===== src/rtl/mhp_tx_if.sv =====
// rtl/mhp_tx_if.sv - payload-in and Ethernet-write byte streams of the MHP transmitter
//
// Purpose: bundles the two byte handshakes of mhp_tx.
//   i_pdata/i_pvalid/o_pready : payload byte stream into the transmitter
//   o_wdata/o_wvalid/i_wready : serialized frame bytes out to the Ethernet write port
// Modports:
//   master : the transmitter side (drives o_pready, o_wdata, o_wvalid)
//   slave  : the environment side (drives i_pdata, i_pvalid, i_wready)
interface mhp_tx_if;
  logic [7:0] i_pdata;
  logic       i_pvalid;
  logic       o_pready;
  logic [7:0] o_wdata;
  logic       o_wvalid;
  logic       i_wready;

  modport master (
    input  i_pdata, i_pvalid, i_wready,
    output o_pready, o_wdata, o_wvalid
  );

  modport slave (
    output i_pdata, i_pvalid, i_wready,
    input  o_pready, o_wdata, o_wvalid
  );
endinterface


===== src/rtl/mhp_tx.sv =====
// rtl/mhp_tx.sv - MHP frame transmitter (header, payload, 16-bit checksum)
//
// Purpose: serializes one MHP frame per accepted i_start onto the Ethernet
// byte-write stream: dst(2) src(2) size(2) dtype(1) payload(size) csum(2).
// csum is the 16-bit wrap-around sum of all preceding frame bytes.
// Ports:
//   i_clk, i_rst        : clock, synchronous active-high reset
//   i_start             : one-cycle send request, header inputs sampled with it
//   i_dst, i_src        : 16-bit MHP addresses
//   i_size              : payload length in bytes (rejected above MAX_SIZE)
//   i_dtype             : MHP type byte
//   bus (master)        : payload stream in, frame byte stream out
//   o_busy              : frame in progress (first byte through last accept)
//   o_done              : one-cycle pulse after the last byte is accepted
//   o_err               : one-cycle pulse after a rejected request
module mhp_tx #(
  parameter int MAX_SIZE = 1024
) (
  input  logic        i_clk,
  input  logic        i_rst,
  input  logic        i_start,
  input  logic [15:0] i_dst,
  input  logic [15:0] i_src,
  input  logic [15:0] i_size,
  input  logic [7:0]  i_dtype,
  mhp_tx_if.master    bus,
  output logic        o_busy,
  output logic        o_done,
  output logic        o_err
);

  localparam logic [15:0] MAX_SZ = 16'(MAX_SIZE);

  typedef enum logic [2:0] {IDLE, HDR, PAYLOAD, CSUM, DONE} state_t;

  state_t      state;
  logic [2:0]  hdr_idx;
  logic        csum_idx;
  logic        csum_last;   // low checksum byte is loaded, waiting for its accept
  logic [15:0] remain;
  logic [15:0] acc;
  logic [15:0] dst_q;
  logic [15:0] src_q;
  logic [15:0] size_q;
  logic [7:0]  dtype_q;
  logic [7:0]  wdata_q;
  logic        wvalid_q;

  logic        load_opp;
  logic        p_take;
  logic [7:0]  hdr_byte;

  // The output register can take a new byte when empty or being drained.
  assign load_opp     = !wvalid_q || bus.i_wready;
  assign bus.o_pready = (state == PAYLOAD) && load_opp && (remain != 16'd0);
  assign p_take       = bus.o_pready && bus.i_pvalid;
  assign bus.o_wdata  = wdata_q;
  assign bus.o_wvalid = wvalid_q;

  always_comb begin
    hdr_byte = 8'h00;
    case (hdr_idx)
      3'd0:    hdr_byte = dst_q[15:8];
      3'd1:    hdr_byte = dst_q[7:0];
      3'd2:    hdr_byte = src_q[15:8];
      3'd3:    hdr_byte = src_q[7:0];
      3'd4:    hdr_byte = size_q[15:8];
      3'd5:    hdr_byte = size_q[7:0];
      3'd6:    hdr_byte = dtype_q;
      default: hdr_byte = 8'h00;
    endcase
  end

  always_ff @(posedge i_clk) begin
    if (i_rst) begin
      state     <= IDLE;
      hdr_idx   <= 3'd0;
      csum_idx  <= 1'b0;
      csum_last <= 1'b0;
      remain    <= 16'd0;
      acc       <= 16'd0;
      dst_q     <= 16'd0;
      src_q     <= 16'd0;
      size_q    <= 16'd0;
      dtype_q   <= 8'd0;
      wdata_q   <= 8'd0;
      wvalid_q  <= 1'b0;
      o_busy    <= 1'b0;
      o_done    <= 1'b0;
      o_err     <= 1'b0;
    end else begin
      o_done <= 1'b0;
      o_err  <= 1'b0;
      // Empty the register at any load opportunity; a load below overrides.
      if (load_opp) wvalid_q <= 1'b0;

      case (state)
        IDLE, DONE: begin
          state <= IDLE;
          if (i_start) begin
            if (i_size > MAX_SZ) begin
              o_err <= 1'b1;
            end else begin
              dst_q     <= i_dst;
              src_q     <= i_src;
              size_q    <= i_size;
              dtype_q   <= i_dtype;
              remain    <= i_size;
              // First header byte goes out straight from the inputs so it
              // is on the wire the cycle after i_start.
              wdata_q   <= i_dst[15:8];
              wvalid_q  <= 1'b1;
              acc       <= {8'h00, i_dst[15:8]};
              hdr_idx   <= 3'd1;
              csum_idx  <= 1'b0;
              csum_last <= 1'b0;
              o_busy    <= 1'b1;
              state     <= HDR;
            end
          end
        end

        HDR: begin
          if (load_opp) begin
            wdata_q  <= hdr_byte;
            wvalid_q <= 1'b1;
            acc      <= acc + {8'h00, hdr_byte};
            if (hdr_idx == 3'd6) begin
              state <= (size_q != 16'd0) ? PAYLOAD : CSUM;
            end else begin
              hdr_idx <= hdr_idx + 3'd1;
            end
          end
        end

        PAYLOAD: begin
          if (p_take) begin
            wdata_q  <= bus.i_pdata;
            wvalid_q <= 1'b1;
            acc      <= acc + {8'h00, bus.i_pdata};
            remain   <= remain - 16'd1;
            if (remain == 16'd1) state <= CSUM;
          end
        end

        CSUM: begin
          if (load_opp) begin
            if (csum_last) begin
              // Register was full with the low byte, so this is its accept.
              o_busy <= 1'b0;
              o_done <= 1'b1;
              state  <= DONE;
            end else begin
              // acc is final here: every frame byte was added when loaded.
              wdata_q  <= csum_idx ? acc[7:0] : acc[15:8];
              wvalid_q <= 1'b1;
              if (csum_idx) csum_last <= 1'b1;
              csum_idx <= ~csum_idx;
            end
          end
        end

        default: state <= IDLE;
      endcase
    end
  end

endmodule

===== src/flat_wrapper.sv =====
// flat-port wrapper written by rule: the top's interface ports become plain ports
module mhp_tx_flat 
#(
  parameter int MAX_SIZE = 1024
)
  (i_clk, i_rst, i_start, i_dst, i_src, i_size, i_dtype, o_busy, o_done, o_err, bus_i_pdata, bus_i_pvalid, bus_i_wready, bus_o_pready, bus_o_wdata, bus_o_wvalid);
  mhp_tx_if bus_i ();
  input  logic i_clk;
  input  logic i_rst;
  input  logic i_start;
  input  logic [15:0] i_dst;
  input  logic [15:0] i_src;
  input  logic [15:0] i_size;
  input  logic [7:0] i_dtype;
  output logic o_busy;
  output logic o_done;
  output logic o_err;
  input wire logic [$bits(bus_i.i_pdata)-1:0] bus_i_pdata;
  input wire logic [$bits(bus_i.i_pvalid)-1:0] bus_i_pvalid;
  input wire logic [$bits(bus_i.i_wready)-1:0] bus_i_wready;
  output wire logic [$bits(bus_i.o_pready)-1:0] bus_o_pready;
  output wire logic [$bits(bus_i.o_wdata)-1:0] bus_o_wdata;
  output wire logic [$bits(bus_i.o_wvalid)-1:0] bus_o_wvalid;
  assign bus_i.i_pdata = bus_i_pdata;
  assign bus_i.i_pvalid = bus_i_pvalid;
  assign bus_i.i_wready = bus_i_wready;
  assign bus_o_pready = bus_i.o_pready;
  assign bus_o_wdata = bus_i.o_wdata;
  assign bus_o_wvalid = bus_i.o_wvalid;
  mhp_tx #(.MAX_SIZE(MAX_SIZE)) u_core (.i_clk(i_clk), .i_rst(i_rst), .i_start(i_start), .i_dst(i_dst), .i_src(i_src), .i_size(i_size), .i_dtype(i_dtype), .bus(bus_i), .o_busy(o_busy), .o_done(o_done), .o_err(o_err));
endmodule

===== config.mk =====
export PLATFORM = sky130hd
export DESIGN_NAME = mhp_tx_flat
export DESIGN_NICKNAME = d
export VERILOG_FILES = /design/src/rtl/mhp_tx_if.sv /design/src/rtl/mhp_tx.sv /design/src/flat_wrapper.sv
export SDC_FILE = /design/constraint.sdc
export NUM_CORES = 1
export LEC_CHECK = 0
export ABC_AREA = 1
export ABC_CLOCK_PERIOD_IN_PS = 6900
export BUFFER_PORTS_ARGS = -buffer_cell sky130_fd_sc_hd__buf_2
export CORE_MARGIN = 2
export CORE_UTILIZATION = 63
export DETAILED_ROUTE_END_ITERATION = 10
export GPL_TIMING_DRIVEN = 1
export PLACE_DENSITY = 0.87
export SYNTH_ARGS = -nofsm -noshare
export SYNTH_HDL_FRONTEND = slang
export SYNTH_SLANG_ARGS = --single-unit

===== constraint.sdc =====
create_clock -name i_clk -period 6.9 [get_ports i_clk]
set_input_delay 1.38 -clock i_clk [delete_from_list [all_inputs] [get_ports i_clk]]
set_output_delay 1.38 -clock i_clk [all_outputs]
set_load 0.03 [all_outputs]

==> run metrics, run 1 <==
f_max=between 0.2 and 0.3 GHz; Area after DPL=6690 sq um; Routed WL=about 17,000 um; die width=around 100 um; count of filler cells inserted in the layout=around 900; TritonCTS Buffers=9; CP endpoint=bus_o_pready; worst vdd ir=0.000168 V; Startpoint Class=register; critical path class=register to output pin; initial core utilization=between 60 and 70%; fin util=between 70% and 80%; Min Hold Slack=approximately 0.46 ns; LEAKAGE=3.22 nW; syn nets=around 1,100; Crit path required time=roughly 5.5 ns; Vias=approximately 6,600; Design Area, Final=about 6900 sq um; mapped cell area=roughly 6300 sq um; pwr dens=286 nW/um^2; hold violation count in the final report=0; #FFs+latches synth=between 100 and 150; area delta synth->final=9.99%; CP startpoint=u_core.state[1]$_SDFFE_PP0P_; # clock sinks=around 110; vias in the first global route=6,120; routed wl met2=7820 um; DR DRC count=0; P_int=0.00111 W; most area-consuming cells after synthesis=dfxtp_1 34%, nand2_1 16%, nor2_1 11%; diode count=0; initial antenna violation count=0; dominant synthesized flop cell=dfxtp_1; Post-Synthesis Cells=around 1,000; logic gate share of total power=41.4%; final net count=around 1,200; post-synth top area share=between 30 and 40%; largest net degree at the start of global routing=83; Final Max Tran Viols=0; die area=between 10,000 and 15,000 sq um; status=completed; met3 wire length=between 1000 and 1500 um; wire per inst=14.0 um; Net Switching=approximately 0.00086 W; Sequential Area=approximately 2200 sq um; synth cell count leaders=267 x nand2_1, 179 x nor2_1, 113 x o21ai_0; capture point of the worst reg-to-reg path=u_core.acc[10]$_SDFFE_PP0P_; sequential area share after synthesis=34.4%; Ys Warns=0; clock latency on the worst-skew pair=0.40 ns; highest routed metal layer=met4; clk_skew=roughly 0.014 ns; worst-path maximum fanout=40; Final ANT Viol Nets=0; post-cts sizing count=0; period utilization=between 50% and 60%; Crit. End Element=output pin; Worst Hold Path Cells=2; CTS tree=built; final worst path period need=3.72 ns; Hold/Removal Path Class=register to register; total grt overflow=0; reg2reg start=u_core.state[1]$_SDFFE_PP0P_; gr usage total=32.8%; Slew headroom=between 20% and 30%; Longest Clk Path Bufs=2; area of the multi-input gates=3530 sq um; slew at the pin with the worst max-slew slack=roughly 1.2 ns; Arr. time, crit path=roughly 2.3 ns; port bufs=81; worst slack, placed=around 3 ns; top-count cell post-synth=nand2_1; leading area contributor after synthesis=dfxtp_1; htree depth=3; TNS Setup=0 ns; FF-to-FF setup slack=between 3 and 4 ns; Reg power frac=between 30 and 40%; share of synthesized registers carrying an async set or reset=0%; HPWL Detailed=~13,000 um; # IOs=around 80; RSZ-0062 raised after global routing=no; hold bufs inserted after CTS=0; M1 WL=7360 um; number of vias per cell=5.42; R2R depth=15; Clock power frac=between 20% and 30%; drt pass-1 iters=6; max cap viols=0; Synth Area per Inst=6.15 sq um; gp weighted congestion=around 0.96; Clock transition at path regs=roughly 0.1 ns; initial DRC count=about 540; std cell rows=36; global-route wire length before repair=28,600 um; CTS root buffer=clkbuf_8; number of flops mapped to enable cells by yosys=0; layout cell share with drive strength beyond 1=about 11%; Cell variety after synth=39; core footprint=9730 sq um; Die Y=104 um; Post-CTS Setup Bufs=0; final worst slack=approximately 3.2 ns; Sw Share=a little over two fifths; final setup fails=0
[worst min path at each step]
stage | to | slack (ns) | start
floorplan | u_core.dst_q[5]$_SDFFE_PP0P_ | 0.42 | u_core.dst_q[5]$_SDFFE_PP0P_
global placement | u_core.o_busy$_SDFFE_PP0P_ | 0.43 | u_core.o_busy$_SDFFE_PP0P_
detailed placement | u_core.dst_q[7]$_SDFFE_PP0P_ | 0.45 | u_core.dst_q[7]$_SDFFE_PP0P_
CTS | u_core.dst_q[7]$_SDFFE_PP0P_ | 0.46 | u_core.dst_q[7]$_SDFFE_PP0P_
global route | u_core.remain[12]$_SDFFE_PP0P_ | 0.48 | u_core.remain[12]$_SDFFE_PP0P_
finish | u_core.dst_q[7]$_SDFFE_PP0P_ | 0.46 | u_core.dst_q[7]$_SDFFE_PP0P_
[power by group through the flow]
stage	sequential (W)	clock, W	combinational, W
2_1_floorplan	0.000781	0	0.000575
3_3_place_gp	0.000744	0	0.000794
3_5_place_dp	0.000745	0	0.000802
4_1_cts	0.000731	0.000428	0.000806
5_1_grt	0.000740	0.000450	0.000921
6_report	0.000733	0.000424	0.000816
[per-layer routing]
layer / GRT usage [%] / vias to the layer above
met2: 52.3 / 238
li1: - / 3374
met5: 0 / -
met4: 15.6 / 0
met1: 41.4 / 2913
met3: 8.81 / 51
[stage by stage]
| stage | total power, W | std cells |
|---|---|---|
| 2_1_floorplan | 0.00136 | 1021 |
| 3_3_place_gp | 0.00154 | 1198 |
| 3_5_place_dp | 0.00155 | 1198 |
| 4_1_cts | 0.00196 | 1214 |
| 5_1_grt | 0.00211 | 1214 |
| 6_report | 0.00197 | 1214 |
[cells in the final DEF (no fill, tap or decap), types with 3 or more instances in the layout]
cell type and count:
nand4_1 9, a21oi_1 69, xor2_1 3, inv_2 6, a31oi_1 3, buf_2 81
a211oi_1 3, nor3_1 8, nand2_1 267, nor2_1 179, a21boi_0 3, dfxtp_1 108
o21ai_0 113, nor2_2 4, o211ai_1 3, o21ai_1 5, clkbuf_8 11, nand3_1 51
nand3_2 5, o22ai_1 5, inv_1 105, ha_1 16
[final cells by class]
type / count / area share [%]
flip-flops and latches: 108 / 31.3
clock buffers: 11 / 2.19
inverters: 112 / 6.09
multi-input cells: 764 / 51.2
clock inverters: 5 / 0.943
repair buffers: 81 / 5.87
well taps: 133 / 2.41
[registers in the layout (all words and copies together) (netlist names)]
| register | cells |
|---|---|
| u_core.csum_last | 1 |
| u_core.bus.o_wdata | 8 |
| u_core.o_done | 1 |
| u_core.o_err | 1 |
| u_core.csum_idx | 1 |
| u_core.size_q | 16 |
| u_core.acc | 16 |
| u_core.dst_q | 16 |
| u_core.src_q | 16 |
| u_core.hdr_idx | 3 |
| u_core.dtype_q | 8 |
| u_core.bus.o_wvalid | 1 |
| u_core.state | 3 |
| u_core.remain | 16 |
| u_core.o_busy | 1 |
[cells by family (layout without fill, tap and decap cells)]
| kind of cell | count (synthesis) | after routing | share of synthesized area [%] |
|---|---|---|---|
| and+or+nand+nor | 534 | 534 | 34.7 |
| AOI/OAI and AO/OA | 207 | 207 | 17.1 |
| buffers and inverters | 149 | 209 | 9.35 |
| DFF | 108 | 108 | 34.4 |
| adders and majority gates | 17 | 17 | 3.51 |
| xor gates and xnor gates | 5 | 5 | 0.698 |
| muxes | 1 | 1 | 0.159 |
[worst max-delay path, cell delays in order, from the launching register on]
cell and delay (ns):
dfxtp_1 0.45, nand3_2 0.62, nor2_2 0.38, a21boi_0 0.25, buf_2 0.23
Power figures use the tool's default switching activity.
==> run 2: changes to the inputs <==
- ABC_CLOCK_PERIOD_IN_PS: 6900 -> 3610
- CORE_UTILIZATION: 63 -> 58
- PLACE_DENSITY: 0.87 -> 0.81
- clock period: 6.9 -> 3.61 ns (I/O delays scaled with it)
==> run metrics, run 2 (synthesis gave the netlist of run 1 again) <==
status=completed; Clock transition at path regs=~0.1 ns; DR DRC count=0; period utilization=around 87%; worst vdd ir=between 0.0003 and 0.0004 V; total grt overflow=0; most common cell after layout, fill and taps aside=nand2_1; final setup fails=0; core footprint=between 10,000 and 15,000 sq um; reg2reg start=u_core.hdr_idx[0]$_SDFFE_PP0P_; capture point of the worst reg-to-reg path=u_core.acc[8]$_SDFFE_PP0P_; std cell rows=37; initial core utilization=between 60% and 70%; FF-to-FF setup slack=0.48 ns; die width=108 um; # IOs=82; layout cell share with drive strength beyond 1=between 10% and 20%; count of filler cells inserted in the layout=approximately 1,000; Crit. End Element=register; R2R depth=21; Final ANT Viol Nets=0; hold bufs inserted after CTS=0; CTS root buffer=clkbuf_8; Design Area, Final=around 7000 sq um; Worst Hold Path Cells=2; port bufs=roughly 80; diode count=0; critical path class=register to register; global-route wire length before repair=between 20,000 and 30,000 um; wire per inst=roughly 14 um; CTS tree=built; Slew headroom=a little over a fifth; Longest Clk Path Bufs=2; Final Power=roughly 0.0037 W; HPWL Detailed=about 13,000 um; WHS Endpoint=u_core.o_busy$_SDFFE_PP0P_; LEAKAGE=around 3.2 nW; Startpoint Class=register; initial DRC count=between 500 and 600; max cap viols=0; f_max=approximately 0.32 GHz; Area after DPL=just under 7000 sq um; Vias=6,551; clock latency on the worst-skew pair=around 0.4 ns; Hold/Removal Path Class=register to register; TritonCTS Buffers=9; TNS Setup=0 ns; hold violation count in the final report=0; final worst path period need=approximately 3.1 ns; commonest cells after routing, fill and taps aside=267 x nand2_1, 179 x nor2_1, 113 x o21ai_0, 108 x dfxtp_1, 105 x inv_1; gr usage total=a little under a third; post-cts sizing count=0; Routed WL=between 15,000 and 20,000 um; Post-CTS Setup Bufs=0; area delta synth->final=10.2%; initial antenna violation count=0; Arr. time, crit path=~3.5 ns; gp weighted congestion=between 0.9 and 1; worst-path maximum fanout=5; Hold Startpoint=u_core.o_busy$_SDFFE_PP0P_; RSZ-0062 raised after global routing=no; pwr dens=roughly 530 nW/um^2; number of vias per cell=approximately 5.4; Final Max Tran Viols=0; drt pass-1 iters=5; htree depth=3; vias in the first global route=5,907; die area=~12,000 sq um; # clock sinks=108; largest net degree at the start of global routing=83; Die Y=~110 um; slew at the pin with the worst max-slew slack=~1.2 ns; clk_skew=about 0.012 ns; Crit path required time=around 3.9 ns; final net count=1,170
==> run 2: cell types whose count changed in the layout (fill, tap and decap cells not counted), sizes merged <==
cell / change
clkbuf: -1
bufinv: -1
clkinvlp: +1
buf: +8
==> run 2: report_power, final <==
| group | internal (W) | leakage, nW | switching, W | total, W |
|---|---|---|---|---|
| Sequential | 0.00131 | 0.872 | 0.0000914 | 0.00140 |
| Combinational | 0.000486 | 2.28 | 0.00110 | 0.00159 |
| Clock | 0.000253 | 0.0844 | 0.000431 | 0.000684 |
| Total | 0.00205 | 3.23 | 0.00162 | 0.00367 |
==> run 2: cell type report <==
type | count | area [sq um] | share of cell area (%)
clock buffer | 10 | 128 | 1.85
clock inverter | 5 | 37.5 | 0.543
inverter | 112 | 420 | 6.08
multi-input combinational | 764 | 3530 | 51.1
sequential | 108 | 2160 | 31.3
tap | 136 | 170 | 2.46
timing repair buffer | 89 | 465 | 6.73
==> run 2: how the worst max path moves through the flow <==
stage                                       endpoint  cells past startpoint  slack [ns]                           start
after global placement    u_core.acc[8]$_SDFFE_PP0P_                     20        0.71  u_core.hdr_idx[0]$_SDFFE_PP0P_
final                     u_core.acc[8]$_SDFFE_PP0P_                     21        0.48  u_core.hdr_idx[0]$_SDFFE_PP0P_
after global routing      u_core.acc[8]$_SDFFE_PP0P_                     21        0.11  u_core.hdr_idx[0]$_SDFFE_PP0P_
after CTS                 u_core.acc[8]$_SDFFE_PP0P_                     21        0.54  u_core.hdr_idx[0]$_SDFFE_PP0P_
after floorplan           u_core.acc[8]$_SDFFE_PP0P_                     21        0.98  u_core.hdr_idx[0]$_SDFFE_PP0P_
after detailed placement  u_core.acc[8]$_SDFFE_PP0P_                     21        0.57  u_core.hdr_idx[0]$_SDFFE_PP0P_
==> run 2: layer usage <==
metal | vias to the layer above | global-route usage, % | share of wire [%]
met5 | - | 0 | 0
met4 | 0 | 10.6 | 2.8
met1 | 2917 | 39.1 | 45
met3 | 40 | 6.15 | 5.8
met2 | 199 | 49.9 | 46
li1 | 3395 | - | -
==> run 2: worst max-delay path, cell delays in order (launching register included) <==
cell	delay [ns]
dfxtp_1	0.37
inv_1	0.10
ha_1	0.24
nand2_1	0.16
inv_1	0.12
nand2_1	0.07
o211ai_1	0.08
nor2_1	0.12
nand2_1	0.09
nand2_1	0.06
nand2_1	0.07
ha_1	0.27
fa_1	0.49
nand3_1	0.10
nand2_1	0.12
nand2_1	0.11
nand2_1	0.09
nand2_1	0.07
nand2_1	0.05
nor2_1	0.09
nand2_1	0.06
a21oi_1	0.14
==> run 2: stage by stage <==
stage	setup WS (ns)	hold slack (ns)	utilization [%]	cells
after floorplan	0.983	0.425	-	1021
after global placement	0.710	0.436	64.8	1209
after detailed placement	0.573	0.436	64.8	1209
after CTS	0.535	0.457	66.4	1224
after global routing	0.107	0.471	66.4	1224
final	0.476	0.450	66.4	1224
